File: src/rtl/seq_det_pkg.sv
// Shared types and constants for the serial pattern-detection controller.
package seq_det_pkg;

    typedef enum logic [1:0] {
        ST_IDLE  = 2'd0,
        ST_ARMED = 2'd1,
        ST_DONE  = 2'd2
    } state_e;

    // Power-up configuration: detect 1010 with overlap, run continuously.
    localparam int          DEF_LEN     = 4;
    localparam logic [15:0] DEF_PATTERN = 16'b1010;

    function automatic int len_width(input int max_len);
        return $clog2(max_len + 1);
    endfunction

endpackage

File: src/rtl/seq_det_ctrl_if.sv
// Configuration channel of seq_det_ctrl.
// Handshake: a config transfers on a rising clk edge where cfg_valid && cfg_ready;
// cfg_valid must not depend on cfg_ready, and the cfg_* fields are sampled only at that edge.
interface seq_det_ctrl_if #(
    parameter int MAX_LEN = 8,
    parameter int CNT_W   = 8
);
    import seq_det_pkg::*;

    localparam int LEN_W = len_width(MAX_LEN);

    logic               cfg_valid;
    logic               cfg_ready;
    logic [MAX_LEN-1:0] cfg_pattern;
    logic [LEN_W-1:0]   cfg_len;
    logic               cfg_overlap;
    logic [CNT_W-1:0]   cfg_target;
    logic               cfg_err;

    modport master (
        output cfg_valid, cfg_pattern, cfg_len, cfg_overlap, cfg_target,
        input  cfg_ready, cfg_err
    );

    modport slave (
        input  cfg_valid, cfg_pattern, cfg_len, cfg_overlap, cfg_target,
        output cfg_ready, cfg_err
    );

endinterface

File: src/rtl/seq_match_core.sv
// Serial matcher: history shift register, fill counter and length-masked compare.
// hit_o is combinational on the post-shift history of the current sample.
module seq_match_core
    import seq_det_pkg::*;
#(
    parameter  int MAX_LEN = 8,
    localparam int LEN_W   = len_width(MAX_LEN)
) (
    input  logic               clk,
    input  logic               rst_n,
    input  logic               clear_i,
    input  logic               sample_i,
    input  logic               x_i,
    input  logic [MAX_LEN-1:0] pattern_i,
    input  logic [LEN_W-1:0]   len_i,
    input  logic               overlap_i,
    output logic               hit_o
);

    logic [MAX_LEN-1:0] hist_q, hist_d;
    logic [MAX_LEN-1:0] mask;
    logic [LEN_W-1:0]   fill_q, fill_d;

    assign hist_d = {hist_q[MAX_LEN-2:0], x_i};
    assign fill_d = (fill_q == LEN_W'(MAX_LEN)) ? fill_q : fill_q + 1'b1;

    always_comb begin
        mask = '0;
        for (int i = 0; i < MAX_LEN; i++) begin
            mask[i] = (LEN_W'(i) < len_i);
        end
    end

    // The fill requirement keeps stale or cleared history from producing a hit.
    assign hit_o = sample_i && (fill_d >= len_i) &&
                   ((hist_d & mask) == (pattern_i & mask));

    always_ff @(posedge clk or negedge rst_n) begin
        if (!rst_n) begin
            hist_q <= '0;
            fill_q <= '0;
        end else if (clear_i) begin
            hist_q <= '0;
            fill_q <= '0;
        end else if (sample_i) begin
            hist_q <= hist_d;
            fill_q <= (hit_o && !overlap_i) ? '0 : fill_d;
        end
    end

endmodule

File: src/rtl/seq_det_ctrl.sv
// Configurable serial pattern-detection controller: config handshake, run FSM
// (IDLE/ARMED/DONE), saturating match counter and optional stop-at-target.
module seq_det_ctrl
    import seq_det_pkg::*;
#(
    parameter int MAX_LEN = 8,
    parameter int CNT_W   = 8
) (
    input  logic             clk,
    input  logic             rst_n,
    seq_det_ctrl_if.slave    cfg,
    input  logic             start,
    input  logic             abort,
    input  logic             x,
    input  logic             x_valid,
    output logic             match,
    output logic [CNT_W-1:0] match_cnt,
    output logic             busy,
    output logic             done,
    output state_e           dbg_state_o
);

    localparam int LEN_W = len_width(MAX_LEN);

    state_e             state_q, state_d;
    logic [MAX_LEN-1:0] pat_q;
    logic [LEN_W-1:0]   len_q;
    logic               ovl_q;
    logic [CNT_W-1:0]   tgt_q;
    logic [CNT_W-1:0]   cnt_q;
    logic               match_q;
    logic               err_q;

    logic             cfg_fire;
    logic             len_ok;
    logic             start_go;
    logic             sample_en;
    logic             clear;
    logic             hit;
    logic [CNT_W-1:0] cnt_inc;

    // abort outranks start, and both outrank a config offer.
    assign cfg.cfg_ready = ((state_q == ST_IDLE) || (state_q == ST_DONE)) && !start && !abort;
    assign cfg_fire      = cfg.cfg_valid && cfg.cfg_ready;
    assign len_ok        = (cfg.cfg_len != '0) && (cfg.cfg_len <= LEN_W'(MAX_LEN));
    assign start_go      = start && !abort && (state_q != ST_ARMED);
    assign sample_en     = (state_q == ST_ARMED) && x_valid && !abort;
    assign clear         = abort || start_go;
    assign cnt_inc       = (&cnt_q) ? cnt_q : cnt_q + 1'b1;

    seq_match_core #(.MAX_LEN(MAX_LEN)) u_core (
        .clk       (clk),
        .rst_n     (rst_n),
        .clear_i   (clear),
        .sample_i  (sample_en),
        .x_i       (x),
        .pattern_i (pat_q),
        .len_i     (len_q),
        .overlap_i (ovl_q),
        .hit_o     (hit)
    );

    always_comb begin
        state_d = state_q;
        case (state_q)
            ST_IDLE: begin
                if (start_go) state_d = ST_ARMED;
            end
            ST_ARMED: begin
                if (abort) state_d = ST_IDLE;
                else if (hit && (tgt_q != '0) && (cnt_inc == tgt_q)) state_d = ST_DONE;
            end
            ST_DONE: begin
                if (abort) state_d = ST_IDLE;
                else if (start) state_d = ST_ARMED;
            end
            default: state_d = ST_IDLE;
        endcase
    end

    always_ff @(posedge clk or negedge rst_n) begin
        if (!rst_n) begin
            state_q <= ST_IDLE;
            pat_q   <= MAX_LEN'(DEF_PATTERN);
            len_q   <= LEN_W'(DEF_LEN);
            ovl_q   <= 1'b1;
            tgt_q   <= '0;
            cnt_q   <= '0;
            match_q <= 1'b0;
            err_q   <= 1'b0;
        end else begin
            state_q <= state_d;
            match_q <= hit;
            err_q   <= cfg_fire && !len_ok;
            if (cfg_fire && len_ok) begin
                pat_q <= cfg.cfg_pattern;
                len_q <= cfg.cfg_len;
                ovl_q <= cfg.cfg_overlap;
                tgt_q <= cfg.cfg_target;
            end
            if (start_go) cnt_q <= '0;
            else if (hit) cnt_q <= cnt_inc;
        end
    end

    assign cfg.cfg_err  = err_q;
    assign match        = match_q;
    assign match_cnt    = cnt_q;
    assign busy         = (state_q == ST_ARMED);
    assign done         = (state_q == ST_DONE);
    assign dbg_state_o  = state_q;

endmodule
File: src/flat_wrapper.sv
// flat-port wrapper written by rule: the top's interface ports become plain ports
module seq_det_ctrl_flat import seq_det_pkg::*;
#(
    parameter int MAX_LEN = 8,
    parameter int CNT_W   = 8
)
  (clk, rst_n, start, abort, x, x_valid, match, match_cnt, busy, done, dbg_state_o, cfg_cfg_valid, cfg_cfg_pattern, cfg_cfg_len, cfg_cfg_overlap, cfg_cfg_target, cfg_cfg_ready, cfg_cfg_err);
  seq_det_ctrl_if #(.MAX_LEN(MAX_LEN), .CNT_W(CNT_W)) cfg_i ();
  input  logic clk;
  input  logic rst_n;
  input  logic start;
  input  logic abort;
  input  logic x;
  input  logic x_valid;
  output logic match;
  output logic [CNT_W-1:0] match_cnt;
  output logic busy;
  output logic done;
  output state_e dbg_state_o;
  input wire logic [$bits(cfg_i.cfg_valid)-1:0] cfg_cfg_valid;
  input wire logic [$bits(cfg_i.cfg_pattern)-1:0] cfg_cfg_pattern;
  input wire logic [$bits(cfg_i.cfg_len)-1:0] cfg_cfg_len;
  input wire logic [$bits(cfg_i.cfg_overlap)-1:0] cfg_cfg_overlap;
  input wire logic [$bits(cfg_i.cfg_target)-1:0] cfg_cfg_target;
  output wire logic [$bits(cfg_i.cfg_ready)-1:0] cfg_cfg_ready;
  output wire logic [$bits(cfg_i.cfg_err)-1:0] cfg_cfg_err;
  assign cfg_i.cfg_valid = cfg_cfg_valid;
  assign cfg_i.cfg_pattern = cfg_cfg_pattern;
  assign cfg_i.cfg_len = cfg_cfg_len;
  assign cfg_i.cfg_overlap = cfg_cfg_overlap;
  assign cfg_i.cfg_target = cfg_cfg_target;
  assign cfg_cfg_ready = cfg_i.cfg_ready;
  assign cfg_cfg_err = cfg_i.cfg_err;
  seq_det_ctrl #(.MAX_LEN(MAX_LEN), .CNT_W(CNT_W)) u_core (.clk(clk), .rst_n(rst_n), .cfg(cfg_i), .start(start), .abort(abort), .x(x), .x_valid(x_valid), .match(match), .match_cnt(match_cnt), .busy(busy), .done(done), .dbg_state_o(dbg_state_o));
endmodule
File: config.mk
export PLATFORM = sky130hd
export DESIGN_NAME = seq_det_ctrl_flat
export DESIGN_NICKNAME = d
export VERILOG_FILES = /design/src/rtl/seq_det_pkg.sv /design/src/rtl/seq_det_ctrl_if.sv /design/src/rtl/seq_match_core.sv /design/src/rtl/seq_det_ctrl.sv /design/src/flat_wrapper.sv
export SDC_FILE = /design/constraint.sdc
export NUM_CORES = 1
export LEC_CHECK = 0
export ABC_AREA = 1
export CAP_MARGIN = 20
export CORE_UTILIZATION = 49
export DETAILED_ROUTE_END_ITERATION = 8
export PLACE_DENSITY_LB_ADDON = 0.3
export SYNTH_ARGS = -nofsm -noshare
export SYNTH_HDL_FRONTEND = slang
export SYNTH_SLANG_ARGS = --single-unit
File: constraint.sdc
create_clock -name clk -period 2 [get_ports clk]
set_input_delay 0.2 -clock clk [delete_from_list [all_inputs] [get_ports clk]]
set_output_delay 0.2 -clock clk [all_outputs]
set_load 0.02 [all_outputs]
==> reports/metrics.yaml <==
cts:
  cts_tree: "built"
  numCtsBuffers: 5
  clock-sinks: 44
  clkSlewWorstSetupHoldPaths_ps: 80
  clock_latency_ps: 300
  cts-root-buf: "clkbuf_8"
  htreeDepth: 2
  cts_max_path_buffers: 2
sta:
  whs_ps: 434
  max_freq_ghz: 0.470
  fin_tns_setup_ps: -819
  worst_slack_ps: -128
  tightestPinTransition_ps: 575
  maxSlewHeadroom_pct: 61.7
  slew_violations: 0
  rsz0062_at_grt: "yes"
  setup_viol: 14
  finalHoldViolations: 0
  final.setup_skew_ps: 2.46
  min_period_over_period_pct: 106
  fin_crit_ps: 2130
job:
  drv_cap: 0
worst_setup_path:
  crit_chain: "ha_2 > xor2_1 > nand2_2 > inv_2 > ha_4 > nand2_4 > inv_4 > nand3_4 > nand3_4 > nand3_4 > nor2_8 > nand2_2 > nand2_1 > o21ai_0"
  path_delay_family: "simple AND/OR/NAND/NOR gates"
  worstPathRequired_ps: 2170
  cp_slowest_stage_delay_ps: 420
  arrival_ps: 2300
  worstSetupPathType: "reg -> reg"
  cp_common_cell: "nand3_4"
  cp_num_buf_inv: 2
  critPathSlowestCell: "dfrtp_1"
  endpoint_kind: "flip-flop"
  worstSetupStartpointType: "flip-flop"
  worstPathMaxFanout: 4
routing:
  viasPerCell: 5.28
  drt-total-wl_mm: 7.10
  firstDrtPassIters: 4
  vias: 2741
  detail-route-antenna-nets: 0
  initialDrtViolationCount: 190
  drc: 0
  wire_per_inst_um: 13.7
floorplanning:
  num_rows: 27
  die-height_um: 77.5
  fp.dieW_um: 77.5
  dieArea_um2: 6010
  io_pins: 43
  initial_utilization_pct: 50.8
  core_area_um2: 5510
yosys:
  synthCells: 384
  synth_nets: 419
  seq_area_frac_synth_pct: 39.6
  yosysUniqueCellTypes: 32
  synth_area_per_cell_um2: 7.28
  ys_warn_count: 0
  synth_area_um2: 2800
  synth-seq-cells: 44
status:
  violations: "negative setup slack"
  status: "finished, violations left"
worst_hold_path:
  hp-class: "in -> reg"
cells_and_area:
  drive_gt1_share_pct: 17.2
  fin_nets: 481
  fillers: 456
  diodes: 0
  multi_input_area_um2: 1590
  regArea_um2: 1110
  syn2layout_area_growth_pct: 31.1
  mostFrequentLayoutCell: "nand2_1"
  most-common-layout-cells: "94 x nand2_1, 46 x nand3_1, 46 x nor2_1"
global_route:
  grt_max_degree: 45
  gr-max-usage-layer: "met2"
  grt_usage_pct: 25.3
  grt_antenna_before_repair: 0
  met3_usage_pct: 3.18
  globalRouteMet1Util_pct: 33.9
  grt_pass1_wl_mm: 12.0
  gr-total-overflow: 0
  met2_usage_pct: 40.9
  grt_pass1_vias: 2646
placed_design:
  port_buffers: 42
  hpwlAfterDp_mm: 5.08
  place.gp.congestion: 0.920
pwr:
  p_per_area_nw_per_um2: 694
  p_leak_nw: 1.76
  vdd_drop_max_uv: 472
-- metrics by stage --
stage	instance area, um^2	util (%)	std cells	setup WS, ps	power [W]
finish	3670	66.6	519	-128	0.00255
floorplan	2810	-	384	0.421	0.00162
global placement	3400	61.7	505	-32.0	0.00184
detailed placement	3400	61.7	505	-168	0.00186
global route	3670	66.6	519	-192	0.00270
CTS	3580	64.9	517	-62.1	0.00249
-- sequential cells by signal (all words and copies together) (netlist names) --
register              count
u_core.match_cnt          8
u_core.pat_q              8
u_core.tgt_q              8
u_core.u_core.hist_q      7
u_core.len_q              4
u_core.u_core.fill_q      4
u_core.dbg_state_o        2
u_core.cfg.cfg_err        1
u_core.match              1
u_core.ovl_q              1
-- final cells by class --
cell class,instances,share of cell area (%)
Clock buffer,8,2.46
Inverter,54,5.60
Multi-Input combinational cell,280,43.4
Sequential cell,44,30.2
Tap cell,72,2.46
Timing Repair Buffer,61,16.0
-- where the power goes --
group	internal, W	switching [W]	leakage (nW)
combinational	0.000349	0.000473	1.17
sequential	0.00103	0.000116	0.547
clock	0.000282	0.000300	0.0455
total	0.00166	0.000888	1.76
-- what timing repair did --
item	CTS	global route
resized for setup	14	13
setup buffers	3	2
hold endpoints to repair	27	0
endpoints found under the setup margin	13	16
pin swaps	10	8
hold buffers	1	0
-- tightest hold or removal path, stage by stage --
cell and delay, ps:
clkdlybuf4s50_1 390, nor2_1 100, a21oi_1 40
-- logic make-up (layout without fill, tap and decap cells) --
group,Yosys count,after routing,synth area share [%]
mux,4,4,1.61
flops,44,44,39.6
xor+xnor,10,10,3.13
compound gates,37,37,7.29
buf+inv,60,123,8.59
fa+ha+maj,7,7,3.13
simple gates,222,222,36.7
-- routing by layer --
layer,up-vias,wire (um),part of all wire (%)
met1,1283,3330,47
met4,0,170,2.4
met2,84,3320,47
met3,15,272,3.8
li1,1359,-,-
met5,-,0,0
-- final timing paths --
path | from | to | slack, ps | cells past startpoint
max in group asynchronous | rst_n | u_core.ovl_q | 1090 | 3
hold / removal | cfg_cfg_pattern[3] | u_core.pat_q[3] | 430 | 3
setup reg to reg | u_core.u_core.fill_q[0] | u_core.u_core.fill_q[0] | -130 | 14
hold reg to reg | u_core.pat_q[3] | u_core.pat_q[3] | 520 | 2
setup / recovery | u_core.u_core.fill_q[0] | u_core.u_core.fill_q[0] | -130 | 14
min in group asynchronous | rst_n | u_core.tgt_q[7] | 510 | 3
-- cells in the mapped netlist, drive strengths merged --
| library cell | instances | area (um^2) |
|---|---|---|
| clkbuf | 1 | 3.75 |
| dfstp | 4 | 105 |
| nor3 | 6 | 30.0 |
| buf | 5 | 33.8 |
| nor2 | 55 | 263 |
| o31ai | 3 | 22.5 |
| nand3b | 2 | 15.0 |
| nand4 | 2 | 12.5 |
| nor4 | 1 | 6.26 |
| ha | 7 | 87.6 |
| xnor2 | 4 | 35.0 |
| nor3b | 1 | 18.8 |
| nand2 | 102 | 395 |
| dfrtp | 40 | 1000 |
| xor2 | 6 | 52.6 |
| o211ai | 1 | 7.51 |
| o22ai | 7 | 43.8 |
| mux2 | 4 | 45.0 |
| nand3 | 53 | 285 |
| clkinv | 1 | 3.75 |
| inv | 53 | 199 |
| o21ai | 8 | 40.0 |
| a21oi | 18 | 90.1 |
Note: power is estimated with default switching activity, not from simulation.
